<file path="src/rtl/gsps_pkg.sv">
// gsps_pkg: shared levels, mode encodings and Gray mapper for the GSPS symbol source and filter bench
package gsps_pkg;

    localparam int GSPS_W     = 18;
    localparam int LVL_HI_DEF = 98303;
    localparam int LVL_LO_DEF = 32768;

    typedef enum logic [1:0] {
        MODE_PRBS  = 2'd0,
        MODE_IMP   = 2'd1,
        MODE_CONST = 2'd2,
        MODE_RSVD  = 2'd3
    } mode_t;

    function automatic logic [GSPS_W-1:0] gray_map(input logic [1:0] b, input int hi, input int lo);
        logic [GSPS_W-1:0] h;
        logic [GSPS_W-1:0] l;
        h = GSPS_W'(hi);
        l = GSPS_W'(lo);
        return b[1] ? (b[0] ? l : h) : (b[0] ? -l : -h);
    endfunction

endpackage

</file>
<file path="src/rtl/gsps_prbs_lfsr.sv">
// gsps_prbs_lfsr: Fibonacci LFSR (x^W+x^(W-1)+1) stepping twice per enable, with zero-state reload and wrap flag
module gsps_prbs_lfsr #(
    parameter int           W    = 15,
    parameter logic [W-1:0] SEED = {W{1'b1}}
) (
    input  logic       i_clk,
    input  logic       i_rst_n,
    input  logic       i_step,
    output logic [1:0] o_bits,
    output logic       o_wrap
);

    logic [W-1:0] r_state;
    logic [W-1:0] w_s1;
    logic [W-1:0] w_s2;
    logic [W-1:0] w_next;

    assign w_s1   = {r_state[W-2:0], r_state[W-1] ^ r_state[W-2]};
    assign w_s2   = {w_s1[W-2:0], w_s1[W-1] ^ w_s1[W-2]};
    assign w_next = (r_state == '0) ? SEED : w_s2;
    assign o_bits = {r_state[W-1], w_s1[W-1]};
    assign o_wrap = (w_next == SEED);

    // advance two bits per enabled cycle; a stuck all-zero state recovers to SEED
    always_ff @(posedge i_clk or negedge i_rst_n) begin
        if (!i_rst_n) r_state <= SEED;
        else if (i_step) r_state <= w_next;
    end

endmodule

</file>
<file path="src/rtl/gsps_sym_src.sv">
// gsps_sym_src: clock-enable divider, PRBS/impulse/constant 4-ASK symbol source for the GSPS filter
module gsps_sym_src
    import gsps_pkg::*;
#(
    parameter int                WIDTH      = GSPS_W,
    parameter int                SAM_DIV    = 4,
    parameter int                SPS        = 4,
    parameter int                LFSR_W     = 15,
    parameter logic [LFSR_W-1:0] SEED       = 15'h7FFF,
    parameter int                LVL_HI     = LVL_HI_DEF,
    parameter int                LVL_LO     = LVL_LO_DEF,
    parameter int                IMP_PERIOD = 128,
    parameter int                ZERO_STUFF = 1
) (
    input  logic             i_sys_clk,
    input  logic             i_reset,
    input  logic [1:0]       i_mode,
    output logic             o_sam_clk_en,
    output logic             o_sym_clk_en,
    output logic [WIDTH-1:0] o_x_out,
    output logic [1:0]       o_sym_bits,
    output logic             o_lfsr_wrap
);

    localparam int CW = $clog2(SAM_DIV + 1);
    localparam int SW = $clog2(SPS + 1);
    localparam int IW = $clog2(IMP_PERIOD + 1);

    logic [CW-1:0]    r_cyc;
    logic [SW-1:0]    r_sam;
    logic [IW-1:0]    r_imp;
    mode_t            r_mode;
    logic             r_sam_en;
    logic             r_sym_en;
    logic [WIDTH-1:0] r_x;
    logic [1:0]       r_bits;
    logic             r_wrap;

    logic             w_sam;
    logic             w_sym;
    mode_t            w_mode;
    logic             w_step;
    logic [IW-1:0]    w_icnt;
    logic [1:0]       w_bits;
    logic             w_wrap;
    logic [WIDTH-1:0] w_x;

    assign w_sam  = (r_cyc == CW'(SAM_DIV - 1));
    assign w_sym  = w_sam && (r_sam == '0);
    assign w_mode = (i_mode == MODE_RSVD) ? MODE_PRBS : mode_t'(i_mode);
    assign w_step = w_sym && (w_mode == MODE_PRBS);
    assign w_icnt = (r_mode == MODE_IMP) ? r_imp : '0;
    assign w_x    = (w_mode == MODE_PRBS) ? WIDTH'(gray_map(w_bits, LVL_HI, LVL_LO)) :
                    (w_mode == MODE_IMP)  ? ((w_icnt == '0) ? WIDTH'(LVL_HI) : '0) :
                                            WIDTH'(LVL_LO);

    gsps_prbs_lfsr #(
        .W    (LFSR_W),
        .SEED (SEED)
    ) u_lfsr (
        .i_clk   (i_sys_clk),
        .i_rst_n (i_reset),
        .i_step  (w_step),
        .o_bits  (w_bits),
        .o_wrap  (w_wrap)
    );

    // sample and symbol counters; the symbol boundary is the sample boundary with sam_cnt at 0
    always_ff @(posedge i_sys_clk or negedge i_reset) begin
        if (!i_reset) begin
            r_cyc <= '0;
            r_sam <= '0;
        end else begin
            r_cyc <= w_sam ? '0 : r_cyc + 1'b1;
            if (w_sam) r_sam <= (r_sam == SW'(SPS - 1)) ? '0 : r_sam + 1'b1;
        end
    end

    // mode is latched only at symbol boundaries; the impulse counter restarts on entry to impulse mode
    always_ff @(posedge i_sys_clk or negedge i_reset) begin
        if (!i_reset) begin
            r_mode <= MODE_PRBS;
            r_imp  <= '0;
        end else if (w_sym) begin
            r_mode <= w_mode;
            if (w_mode == MODE_IMP) r_imp <= (w_icnt == IW'(IMP_PERIOD - 1)) ? '0 : w_icnt + 1'b1;
        end
    end

    // registered outputs; symbol data changes with sym_clk_en, zero-stuffed on other sample boundaries
    always_ff @(posedge i_sys_clk or negedge i_reset) begin
        if (!i_reset) begin
            r_sam_en <= 1'b0;
            r_sym_en <= 1'b0;
            r_x      <= '0;
            r_bits   <= '0;
            r_wrap   <= 1'b0;
        end else begin
            r_sam_en <= w_sam;
            r_sym_en <= w_sym;
            r_wrap   <= w_step && w_wrap;
            if (w_sym) begin
                r_x    <= w_x;
                r_bits <= (w_mode == MODE_PRBS) ? w_bits : '0;
            end else if (w_sam && ZERO_STUFF != 0) begin
                r_x    <= '0;
            end
        end
    end

    assign o_sam_clk_en = r_sam_en;
    assign o_sym_clk_en = r_sym_en;
    assign o_x_out      = r_x;
    assign o_sym_bits   = r_bits;
    assign o_lfsr_wrap  = r_wrap;

endmodule
</file>
<file path="config.mk">
export PLATFORM = sky130hd
export DESIGN_NAME = gsps_sym_src
export DESIGN_NICKNAME = d
export VERILOG_FILES = /design/src/rtl/gsps_pkg.sv /design/src/rtl/gsps_prbs_lfsr.sv /design/src/rtl/gsps_sym_src.sv
export SDC_FILE = /design/constraint.sdc
export NUM_CORES = 1
export LEC_CHECK = 0
export ABC_AREA = 0
export BUFFER_PORTS_ARGS = -buffer_cell sky130_fd_sc_hd__buf_2
export CAP_MARGIN = 20
export CORE_ASPECT_RATIO = 0.6
export CORE_UTILIZATION = 57
export CTS_CLUSTER_SIZE = 14
export DETAILED_ROUTE_END_ITERATION = 6
export HOLD_SLACK_MARGIN = 0.03
export PLACE_DENSITY = 0.78
export SYNTH_ARGS = -nofsm -noshare
export SYNTH_HDL_FRONTEND = slang
export SYNTH_SLANG_ARGS = --single-unit
</file>
<file path="constraint.sdc">
create_clock -name i_sys_clk -period 2 [get_ports i_sys_clk]
set_input_delay 0.4 -clock i_sys_clk [delete_from_list [all_inputs] [get_ports i_sys_clk]]
set_output_delay 0.4 -clock i_sys_clk [all_outputs]
set_load 0.02 [all_outputs]
</file>
Word level (Yosys, flattened, before mapping)
Index checks and enable logic that the tools add are counted.
{ "totals": {"ff_bits": 54, "input_bits": 4, "out_inout_bits": 23, "wordCells": 46} }
{ "op_classes": {"n_reduce_logical": 9, "add_sub_neg": 3, "n_bitwise": 2, "n_eq_ne": 7, "n_mux": 15} }
{ "op_table": {"columns": ["op", "n"], "rows": [
  ["$mux W18", 4],
  ["$mux W17", 4],
  ["$mux W8", 2],
  ["$eq A15 B15 Y1 const B", 1],
  ["$logic_not A15 Y1", 1],
  ["$mux W15", 1],
  ["$add A8 B1 Y8 const B", 1],
  ["$eq A8 B7 Y1 const B", 1],
  ["$logic_not A8 Y1", 1],
  ["$add A3 B1 Y3 const B", 2],
  ["$eq A3 B2 Y1 const B", 2],
  ["$mux W3", 2],
  ["$eq A2 B1 Y1 const B", 2],
  ["$mux W2", 2],
  ["$logic_and A1 B1 Y1", 3],
  ["$logic_not A3 Y1", 1],
  ["$eq A2 B2 Y1 const B", 1],
  ["$logic_not A2 Y1", 1],
  ["$reduce_and A2 Y1", 1],
  ["$reduce_bool A2 Y1", 1],
  ["$xor A1 B1 Y1", 2]
]} }

Longest topological paths before layout
{ "depth": {"depth_word": 7, "depth_mapped": 10, "ltp_nobuf": 8} }

By module
A second synthesis with hierarchy kept.
{ "unflattened": {"hier_cells": 216, "hier_area_um2": 2115.8} }
{ "by_module_without_submodules": {"columns": ["module", "area_each_um2", "cells_per_inst", "n_inst", "seq_area_each_um2"], "rows": [
  ["gsps_sym_src", 1360.1, 138, 1, 650.6],
  ["gsps_prbs_lfsr", 755.7, 78, 1, 394.1]
]} }

Worst setup path after synthesis
Ideal clock, no wire load.
{ "synth_timing": {"path_type": "register to register", "startpoint": "reg r_mode[1]", "endpoint": "reg r_imp[5]", "setup_time_ns": 0.118, "n_path_buf": 0, "arrival_time_ns": 1.681, "stages_incl_launch_ff": 8, "required_ns": 1.882, "synth_period_minus_slack_ns": 1.799, "slack_ns": 0.201, "cell_sequence": "dfrtp_1 > nor2b_1 > and2_1 > ha_1 > nand4_1 > nor3_1 > o21ai_0 > a21o_1"} }
{ "synth_via": {"elab_chain_len": 4, "word_cells_on_any_way": 5, "classes_between": "add/sub: 1; eq/ne: 2; mux: 2"} }
{ "synth_rtl": {"columns": ["element", "line", "rtl"], "rows": [
  ["start: declaration", "gsps_sym_src.sv:32", "mode_t r_mode;"],
  ["start signal: assignment", "gsps_sym_src.sv:85", "r_mode <= w_mode;"],
  ["$eq A2 B1 Y1 *", "gsps_sym_src.sv:52", "assign w_icnt = (r_mode == MODE_IMP) ? r_imp : '0;"],
  ["$mux W8 *", "gsps_sym_src.sv:52", null],
  ["$add A8 B1 Y8 / $eq A8 B7 Y1 (equally long branches)", "gsps_sym_src.sv:86", "if (w_mode == MODE_IMP) r_imp <= (w_icnt == IW'(IMP_PERIOD - 1)) ? '0 : w_icnt + 1'b1;"],
  ["$mux W8 *", "gsps_sym_src.sv:86", null],
  ["end signal: assignment", "gsps_sym_src.sv:86", null],
  ["end: declaration", "gsps_sym_src.sv:31", "logic [IW-1:0] r_imp;"]
]} }
Mark *: on every way between the ends. The rest lies on a longest branch, timed or not.
A chain may end at the register's enable or synchronous reset.

Worst setup path in the final report
{ "layout_timing": {"startpoint": "reg u_lfsr.r_state[13]", "endpoint": "reg r_wrap (netlist: o_lfsr_wrap)"} }
{ "layout_via": {"elab_chain_len": 4, "word_cells_on_any_way": 6, "classes_between": "eq/ne: 1; mux: 1; bitwise: 2; reduce/logical: 2"} }
{ "layout_rtl": {"columns": ["element", "line", "rtl"], "rows": [
  ["start: declaration", "gsps_prbs_lfsr.sv:13", "logic [W-1:0] r_state;"],
  ["start signal: assignment", "gsps_prbs_lfsr.sv:27", "else if (i_step) r_state <= w_next;"],
  ["$logic_not A15 Y1, or another cell as far along", "gsps_prbs_lfsr.sv:20", "assign w_next = (r_state == '0) ? SEED : w_s2;"],
  ["$mux W15 *", "gsps_prbs_lfsr.sv:20", null],
  ["$eq A15 B15 Y1 *", "gsps_prbs_lfsr.sv:22", "assign o_wrap = (w_next == SEED);"],
  ["$logic_and A1 B1 Y1 *", "gsps_sym_src.sv:101", "r_wrap <= w_step && w_wrap;"],
  ["end signal: assignment", "gsps_sym_src.sv:101", null],
  ["end: declaration", "gsps_sym_src.sv:37", "logic r_wrap;"]
]} }
Marks and branches as above.

==> flow_summary.ini <==
[outcome]
outcome = completed

[timing]
min_period_over_period = 0.938
max_slew_margin = 0.661
slew_viol_final = 0
final.setup_skew_ns = 0.00705
fin_setup_tns_ns = 0
setup_slack_ns = 0.123
worst_slew_pin_slew_ns = 0.508
setup_viol = 0
max_freq_mhz = 533
rsz0062_at_grt = false
hold_violations = 0
period_minus_slack_ns = 1.88

[die]
die_y_um = 48.4
start_util = 0.612
rows = 16
die_w_um = 79.3
io_pins = 27
core-area_mm2 = 0.00334
die-area_mm2 = 0.00384

[worst_setup_path]
worst_setup_path_end_kind = register
crit_required_ns = 2.22
startpoint_type = register
max_stage_delay_ns = 0.53
crit_type = register to register
path_cells = inv_1 -> ha_1 -> nand4b_1 -> or4_1 -> a21oi_1
cp_slowest_cell = dfstp_2
path_buf_inv = 1
critPathTopFamily = simple AND/OR/NAND/NOR gates
arrival_ns = 2.09
worst-path-max-fanout = 4

[route]
first_pass_iters = 5
drc = 0
wl_per_cell_um = 16.2
via_per_inst = 5.91
vias = 1494
drtIter0Drc = 156
drt-total-wl_um = 4090
ant_nets = 0

[cells_and_area]
multiInputGateArea_um2 = 827
antenna_cells = 0
final_core_util = 0.661
fill_cells = 251
nNetsFinal = 221
layout-drive-gt1-share = 0.279
regArea_mm2 = 0.00104
area_growth_pct = 8.07

[synth]
yosys_warnings = 0
ys_ff_latch = 41
synth_flop_cell = dfrtp_1
postSynthAreaPerCell_um2 = 10.9
synth.area.top_cells = dfrtp_1 (32%), dfstp_2 (19%), ha_1 (6.1%)
synth.net_count = 202
yosysUniqueCellTypes = 40
synth_edf_count = 0
synth_seq_area_share = 0.511
synth_largest_area_cell = dfrtp_1
synthTopCellsByCount = dfrtp_1 (26), nand2_1 (22), dfstp_2 (15), buf_4 (14), o22a_1 (13)
syn_area_mm2 = 0.00205
synthMostInstantiatedCell = dfrtp_1
async_reset_ff_frac = 1.00
syn_inst = 188
synth_top_area_frac = 0.318

[pwr]
power.density_mw_per_mm2 = 798
p_leak_nw = 1.04
max-vdd-ir-drop_uv = 391

[global_route]
antenna_found_initial = 0
grt_pass1_vias = 1389
grt_pass1_wl_um = 6860
grt_max_degree = 24
gr-usage-all-layers = 0.243
overflow = 0

[placed_design]
dp_hpwl_um = 3110
io_buffers = 26
place.gp.congestion = 0.937
dp_slack_ns = 0.155

[cts]
cts_resized = 0
hold_buffers = 0
clockBufferDepth = 2
worstSkewPairLatency_ns = 0.29
cts.clk_slew.worst_paths_ns = 0.08
post_cts_buffers = 0
cts_buffers = 5
cts.sinks = 41
cts_tree = done
root_buffer = clkbuf_8
htree_levels = 2

[min_path]
worstHoldPathType = input port to async pin

[job]
cap_viol_max_count = 0
==> flip-flops by register name (all words and copies together) (netlist names) <==
name	cells
u_lfsr.r_state	15
o_sam_clk_en	1
o_lfsr_wrap	1
r_sam	3
r_imp	8
o_x_out	5
r_cyc	3
r_mode	2
o_sym_bits	2
o_sym_clk_en	1
==> per-layer routing <==
| layer | up-vias | global-route usage | wire, um |
|---|---|---|---|
| li1 | 705 | - | - |
| met2 | 57 | 0.356 | 1810 |
| met5 | - | 0 | 0 |
| met1 | 730 | 0.361 | 2030 |
| met4 | 0 | 0.0727 | 31 |
| met3 | 2 | 0.0566 | 228 |
==> cells by family after synthesis <==
logic type | share of synthesized area
simple gates | 0.183
buf+inv | 0.0875
mux | 0.00979
fa+ha+maj | 0.0612
compound gates | 0.148
flops | 0.511
==> area by class of cell <==
type,instances,area share
clock buffer,6,0.0328
clock inverter,2,0.00453
inverter,10,0.0215
multi-input combinational,120,0.374
sequential,41,0.473
tap,45,0.0255
timing repair buffer,29,0.0690
==> power by group <==
group	switching, mW	internal [mW]
clock	0.273	0.242
sequential	0.0898	0.953
combinational	0.101	0.105
total	0.464	1.30
==> cells in the final DEF (no fill, tap or decap), types with 6 or more instances in the layout <==
cell	synthesis	layout
o21ai_0	10	10
o22a_1	13	13
dfrtp_1	26	26
nand2_1	22	22
inv_1	8	8
nand3_1	6	6
dfstp_2	15	15
ha_1	10	10
buf_2	0	26
nor2_1	6	6
==> path summary, 6_finish.rpt <==
kind,slack (ns),from,cells past startpoint,to
setup / recovery,0.12,u_lfsr.r_state[13],5,o_lfsr_wrap
hold / removal,0.07,i_reset,1,r_mode[1]
setup reg to reg,0.12,u_lfsr.r_state[13],5,o_lfsr_wrap
hold reg to reg,0.45,r_cyc[0],1,r_cyc[0]
max in group asynchronous,1.32,i_reset,2,u_lfsr.r_state[5]
min in group i_sys_clk,0.45,r_cyc[0],1,r_cyc[0]
==> through the flow <==
stage | area (um2) | cells | hold WS, ns | total power [mW]
3_5_place_dp | 2120 | 245 | 0.395 | 1.26
3_3_place_gp | 2120 | 245 | 0.390 | 1.24
5_1_grt | 2210 | 253 | 0.0885 | 1.85
4_1_cts | 2210 | 253 | 0.0776 | 1.77
2_1_floorplan | 2050 | 188 | 0.104 | 1.17
6_report | 2210 | 253 | 0.0690 | 1.76
Note: power is estimated with default switching activity, not from simulation.
